File: src/rtl/uart_rx_byte_pkg.sv
// Shared definitions for the UART byte receiver: line levels, frame width
// and receiver state encoding.
package uart_rx_byte_pkg;

   localparam logic UART_LINE_IDLE = 1'b1;
   localparam int   UART_DATA_BITS = 8;

   typedef enum logic [1:0] {
      ST_BREAK = 2'd0,
      ST_IDLE  = 2'd1,
      ST_DATA  = 2'd2,
      ST_STOP  = 2'd3
   } rx_state_e;

endpackage

File: src/rtl/uart_rx_byte_fifo.sv
// Show-ahead output FIFO for received bytes. A push into a full FIFO is
// accepted only when a pop frees a slot at the same edge.
module uart_rx_fifo #(
   parameter int WIDTH = 8,
   parameter int DEPTH = 4
) (
   input  logic             clk,
   input  logic             reset,
   input  logic             push,
   input  logic [WIDTH-1:0] din,
   input  logic             pop,
   output logic [WIDTH-1:0] dout,
   output logic             empty,
   output logic             full
);

   localparam int PTR_W = $clog2(DEPTH);

   logic [WIDTH-1:0] mem_q [DEPTH];
   logic [PTR_W-1:0] wr_ptr_q;
   logic [PTR_W-1:0] rd_ptr_q;
   logic [PTR_W:0]   count_q;
   logic [PTR_W:0]   count_d;
   logic             push_ok;
   logic             pop_ok;

   assign empty   = (count_q == '0);
   assign full    = (count_q == (PTR_W+1)'(DEPTH));
   assign pop_ok  = pop && !empty;
   assign push_ok = push && (!full || pop_ok);

   always_comb begin
      count_d = count_q;
      if (push_ok && !pop_ok) begin
         count_d = count_q + 1'b1;
      end else if (pop_ok && !push_ok) begin
         count_d = count_q - 1'b1;
      end
   end

   // Pointers wrap naturally because DEPTH is a power of two.
   always_ff @(posedge clk) begin
      if (!reset) begin
         wr_ptr_q <= '0;
         rd_ptr_q <= '0;
         count_q  <= '0;
      end else begin
         if (push_ok) wr_ptr_q <= wr_ptr_q + 1'b1;
         if (pop_ok)  rd_ptr_q <= rd_ptr_q + 1'b1;
         count_q <= count_d;
      end
   end

   always_ff @(posedge clk) begin
      if (push_ok) mem_q[wr_ptr_q] <= din;
   end

   assign dout = empty ? '0 : mem_q[rd_ptr_q];

endmodule

File: src/rtl/uart_rx_byte.sv
// UART byte receiver: samples one bit per clock, assembles LSB-first data,
// checks the stop bit and queues good bytes for a valid/ready consumer.
//
// state | meaning
// BREAK | line held low or after error; wait for idle level before framing
// IDLE  | line idle; a low sample is a start bit
// DATA  | shifting in data bits, LSB first
// STOP  | sampling stop bit; high pushes the byte, low flags a framing error
module uart_rx_byte
   import uart_rx_byte_pkg::*;
#(
   parameter int DATA_BITS  = UART_DATA_BITS,
   parameter int FIFO_DEPTH = 4
) (
   input  logic                 clk,
   input  logic                 reset,
   input  logic                 signal,
   output logic [DATA_BITS-1:0] data_out,
   output logic                 data_valid,
   input  logic                 data_ready,
   output logic                 frame_err,
   output logic                 overrun
);

   localparam int               CNT_W    = $clog2(DATA_BITS + 1);
   localparam logic [CNT_W-1:0] LAST_BIT = CNT_W'(DATA_BITS - 1);

   rx_state_e            state_q;
   logic [CNT_W-1:0]     cnt_q;
   logic [DATA_BITS-1:0] shift_q;
   logic                 frame_err_q;
   logic                 overrun_q;
   logic                 fifo_empty;
   logic                 fifo_full;
   logic                 push;
   logic                 pop;

   assign push       = reset && (state_q == ST_STOP) && (signal == UART_LINE_IDLE);
   assign data_valid = !fifo_empty;
   assign pop        = data_valid && data_ready;

   always_ff @(posedge clk) begin
      if (!reset) begin
         state_q     <= ST_BREAK;
         cnt_q       <= '0;
         shift_q     <= '0;
         frame_err_q <= 1'b0;
         overrun_q   <= 1'b0;
      end else begin
         frame_err_q <= 1'b0;
         // A same-edge pop frees the slot, so only an unrelieved full FIFO drops.
         overrun_q   <= push && fifo_full && !pop;
         case (state_q)
            ST_BREAK: begin
               if (signal == UART_LINE_IDLE) state_q <= ST_IDLE;
            end
            ST_IDLE: begin
               if (signal != UART_LINE_IDLE) begin
                  state_q <= ST_DATA;
                  cnt_q   <= '0;
               end
            end
            ST_DATA: begin
               shift_q <= {signal, shift_q[DATA_BITS-1:1]};
               cnt_q   <= cnt_q + 1'b1;
               if (cnt_q == LAST_BIT) state_q <= ST_STOP;
            end
            ST_STOP: begin
               if (signal == UART_LINE_IDLE) begin
                  state_q <= ST_IDLE;
               end else begin
                  frame_err_q <= 1'b1;
                  state_q     <= ST_BREAK;
               end
            end
            default: state_q <= ST_BREAK;
         endcase
      end
   end

   assign frame_err = frame_err_q;
   assign overrun   = overrun_q;

   uart_rx_fifo #(
      .WIDTH (DATA_BITS),
      .DEPTH (FIFO_DEPTH)
   ) u_fifo (
      .clk   (clk),
      .reset (reset),
      .push  (push),
      .din   (shift_q),
      .pop   (pop),
      .dout  (data_out),
      .empty (fifo_empty),
      .full  (fifo_full)
   );

endmodule

File: config.mk
export PLATFORM = sky130hd
export DESIGN_NAME = uart_rx_byte
export DESIGN_NICKNAME = d
export VERILOG_FILES = /design/src/rtl/uart_rx_byte_pkg.sv /design/src/rtl/uart_rx_byte_fifo.sv /design/src/rtl/uart_rx_byte.sv
export SDC_FILE = /design/constraint.sdc
export NUM_CORES = 1
export LEC_CHECK = 0
export CAP_MARGIN = 15
export CORE_MARGIN = 1.5
export CORE_UTILIZATION = 58
export CTS_BUF_LIST = sky130_fd_sc_hd__clkbuf_8 sky130_fd_sc_hd__clkbuf_16
export CTS_CLUSTER_DIAMETER = 60
export DETAILED_ROUTE_END_ITERATION = 16
export MAX_ROUTING_LAYER = met4
export PLACE_DENSITY = 0.85
export REMOVE_ABC_BUFFERS = 1
export SETUP_SLACK_MARGIN = 0.4
export SLEW_MARGIN = 0
export SYNTH_ARGS = -nofsm -noshare
export SYNTH_HDL_FRONTEND = slang
export SYNTH_SLANG_ARGS = --single-unit
File: constraint.sdc
create_clock -name clk -period 2.36 [get_ports clk]
set_input_delay 0.236 -clock clk [delete_from_list [all_inputs] [get_ports clk]]
set_output_delay 0.236 -clock clk [all_outputs]
set_load 0.1 [all_outputs]
==> flow_metrics.env <==
export IMPL_status="finished clean"
export IMPL_place_detailed_instances=232
export IMPL_synthesis_area_um2=2380
export IMPL_final_layout_size_suffix_gt1_share_pct=32.0
export IMPL_floorplan_die_area_um2=4490
export IMPL_synth_avg_cell_area_um2=14.0
export IMPL_initial_utilization_pct=59.8
export IMPL_crit_family="simple AND/OR/NAND/NOR gates"
export IMPL_avg_vias_per_cell=5.64
export IMPL_post_layout_total_power_mw=4.23
export IMPL_path_class="reg2reg"
export IMPL_timing_worst_slew_pin_value_ns=0.672
export IMPL_die_height_um=67.0
export IMPL_timing_critical_path_required_ns=2.61
export IMPL_reg2reg_from="u_fifo.count_q[1]"
export IMPL_number_of_drc_violations_after_detailed_routing_iteration_0=78
export IMPL_vias_in_the_first_global_route=1443
export IMPL_synth_yosys_warnings=0
export IMPL_num_antenna_cells=0
export IMPL_ant_nets=0
export IMPL_max_cap_viol_count=0
export IMPL_setup_viol_count_final=0
export IMPL_setup_reg_to_reg_worst_slack_ns=0.31
export IMPL_synthDominantCellAreaShare_pct=40.4
export IMPL_antenna_violations_before_repair=0
export IMPL_slowest_stage="or3_4"
export IMPL_max_clock_skew_ns=0.0125
export IMPL_slew_headroom_pct=55.2
export IMPL_pin_count=15
export IMPL_floorplan_core_area_um2=3970
export IMPL_synth_largest_area_cell="edfxtp_1"
export IMPL_timing_critical_path_to_type="flip-flop"
export IMPL_cts_made_buffers=9
export IMPL_hold_path_startpoint="cnt_q[2]"
export IMPL_arrival_ns=2.29
export IMPL_synth_edf_count=32
export IMPL_clock_insertion_delay_worst_skew_ns=0.33
export IMPL_drt_pass1_iter_count=4
export IMPL_htree_num_levels=3
export IMPL_synth_top_cells_by_area="edfxtp_1 40%, dfxtp_1 21%, mux4_2 7.6%"
export IMPL_synth_sequential_area_ratio_pct=61.5
export IMPL_clkSlewWorstSetupHoldPaths_ns=0.07
export IMPL_power_dens_cells_nw_per_um2=1420
export IMPL_stdcell_count=253
export IMPL_power_leakage_nw=1.08
export IMPL_area_growth_syn_to_layout_pct=25.0
export IMPL_chipWidth_um=67.0
export IMPL_synth_seq_cells=57
export IMPL_wire_length_of_the_first_global_routing_pass_um=6910
export IMPL_layout_cell_area_non_filler_um2=2970
export IMPL_rsz0062_at_grt="true"
export IMPL_power_ir_vdd_worst_mv=0.761
export IMPL_remaining_drc_errors=0
export IMPL_cts_tree="yes"
export IMPL_min_to="cnt_q[2]"
export IMPL_nNetsFinal=214
export IMPL_critPathMaxStageDelay_ns=0.39
export IMPL_largest_buffer_count_on_any_clock_path=2
export IMPL_critical_path_buf_inv_count=1
export IMPL_final_routed_wire_length_divided_by_cell_count_um=17.1
export IMPL_grt_usage_pct=23.2
export IMPL_route_final_wire_length_um=4320
export IMPL_worst_r2r_path_depth=8
export IMPL_critical_path_peak_fanout=4
export IMPL_synth_async_reset_ratio_pct=0
export IMPL_synth_cells=170
export IMPL_port_buffers=14
export IMPL_synth_most_common_cell="edfxtp_1"
export IMPL_critPathLaunchType="flip-flop"
export IMPL_fin_setup_tns_ns=0
export IMPL_timing_limited_maximum_frequency_ghz=0.489
export IMPL_clock_tree_root_driver_cell="clkbuf_8"
export IMPL_gr_total_overflow=0
export IMPL_synth_lib_cells_used_distinct=33
export IMPL_pin_count_of_the_biggest_net_entering_global_routing=22
export IMPL_regToRegEndpoint="u_fifo.count_q[2]"
export IMPL_route_vias_total=1427
export IMPL_min_delay_path_class="reg2reg"
export IMPL_ys_flop_type="edfxtp_1"
export IMPL_hold_path_cell_count=2
export IMPL_cts_sinks=57
export IMPL_number_of_standard_cell_rows_in_the_floorplan=23
export IMPL_gpl_final_weighted_congestion=0.745
export IMPL_synthTopCellsByCount="32 x edfxtp_1, 25 x dfxtp_1, 18 x nor2_1"
export IMPL_timing_critical_path_cells="or3_4 > nand2_4 > ha_4 > inv_2 > fa_2 > xor2_2 > or3_1 > a21oi_1"
export IMPL_postPlaceCellArea_um2=2650
export IMPL_report_final_slew_viol_count=0
export IMPL_dp_final_hpwl_um=2800
export IMPL_fin_crit_sh_pct=86.7
export IMPL_timing_final_hold_violations=0
export IMPL_period_minus_slack_ns=2.05
cells in the final DEF (no fill, tap or decap), types with 4 or more instances in the layout:
master,instances
edfxtp_1,32
dfxtp_1,19
nor2_1,18
buf_4,12
clkbuf_8,11
mux2i_1,10
and2_1,9
mux4_2,8
ha_1,8
buf_12,8
inv_1,7
nand3_1,6
a21oi_1,5
dfxtp_4,5
and2_4,4
o21ai_0,4
cell type report:
type	instances	area [µm²]
Timing Repair Buffer	23	280
Clock buffer	11	151
Clock inverter	5	46.3
Fill cell	233	1000
Tap cell	50	62.6
Sequential cell	57	1480
Multi-Input combinational cell	100	922
Inverter	7	26.3
metal layers:
layer	wire [µm]	global-route usage (%)	vias up	part of all wire [%]
met2	2390	39.9	37	55
met3	171	6.76	12	4.0
met5	0	-	-	0
met4	112	13.0	0	2.6
li1	-	-	675	-
met1	1640	23.4	703	38
sequential cells by signal (all words and copies together), names as in the netlist, named ones only:
signal and count:
u_fifo.rd_ptr_q 2, shift_q 8, state_q 2, u_fifo.wr_ptr_q 2, u_fifo.count_q 3, frame_err 1
cnt_q 4, u_fifo.mem_q 32, overrun 1
worst max path at each step:
stage                      start  cells after the start                end  slack [ns]
2_1_floorplan  u_fifo.count_q[0]                      8  u_fifo.count_q[2]        0.07
3_3_place_gp          data_ready                      9  u_fifo.count_q[2]        0.16
6_report       u_fifo.count_q[1]                      8  u_fifo.count_q[2]        0.31
5_1_grt        u_fifo.count_q[1]                      8  u_fifo.count_q[2]        0.26
4_1_cts        u_fifo.count_q[1]                      8  u_fifo.count_q[2]        0.35
3_5_place_dp          data_ready                      9  u_fifo.count_q[2]        0.03
worst reg2reg max path: stages, from the launching register on:
cell and delay, ns:
dfxtp_4 0.36, or3_4 0.39, nand2_4 0.09, ha_4 0.15, inv_2 0.04, fa_2 0.34, xor2_2 0.16, or3_1 0.31
a21oi_1 0.12
kinds of logic after synthesis:
family	Yosys count	share of synthesized area (%)
AOI/OAI and AO/OA	13	4.06
xor gates and xnor gates	5	1.84
adders and majority gates	12	6.64
buffers and inverters	13	2.47
DFF	57	61.5
muxes	18	11.8
and+or+nand+nor	52	11.7
power breakdown:
part / internal, mW / switching (mW)
Sequential: 1.15 / 0.118
Clock: 0.532 / 0.347
Combinational: 0.810 / 1.28
Total: 2.49 / 1.74
through the flow:
stage               worst slack, ns  hold slack (ns)  utilization, %
floorplan                    0.0692            0.375               -
global placement              0.157            0.475            66.7
detailed placement           0.0261            0.495            66.7
CTS                           0.348            0.498            73.6
global route                  0.256            0.517            74.8
finish                        0.314            0.510            74.8
timing repair:
item | in CTS | in global routing
hold endpoints to repair | 0 | 0
resized for setup | 18 | 9
buffers inserted | 3 | 2
pin swaps | 5 | 0
setup endpoints to repair | 10 | 6
hold buffers | 0 | 0
Power figures use the tool's default switching activity.
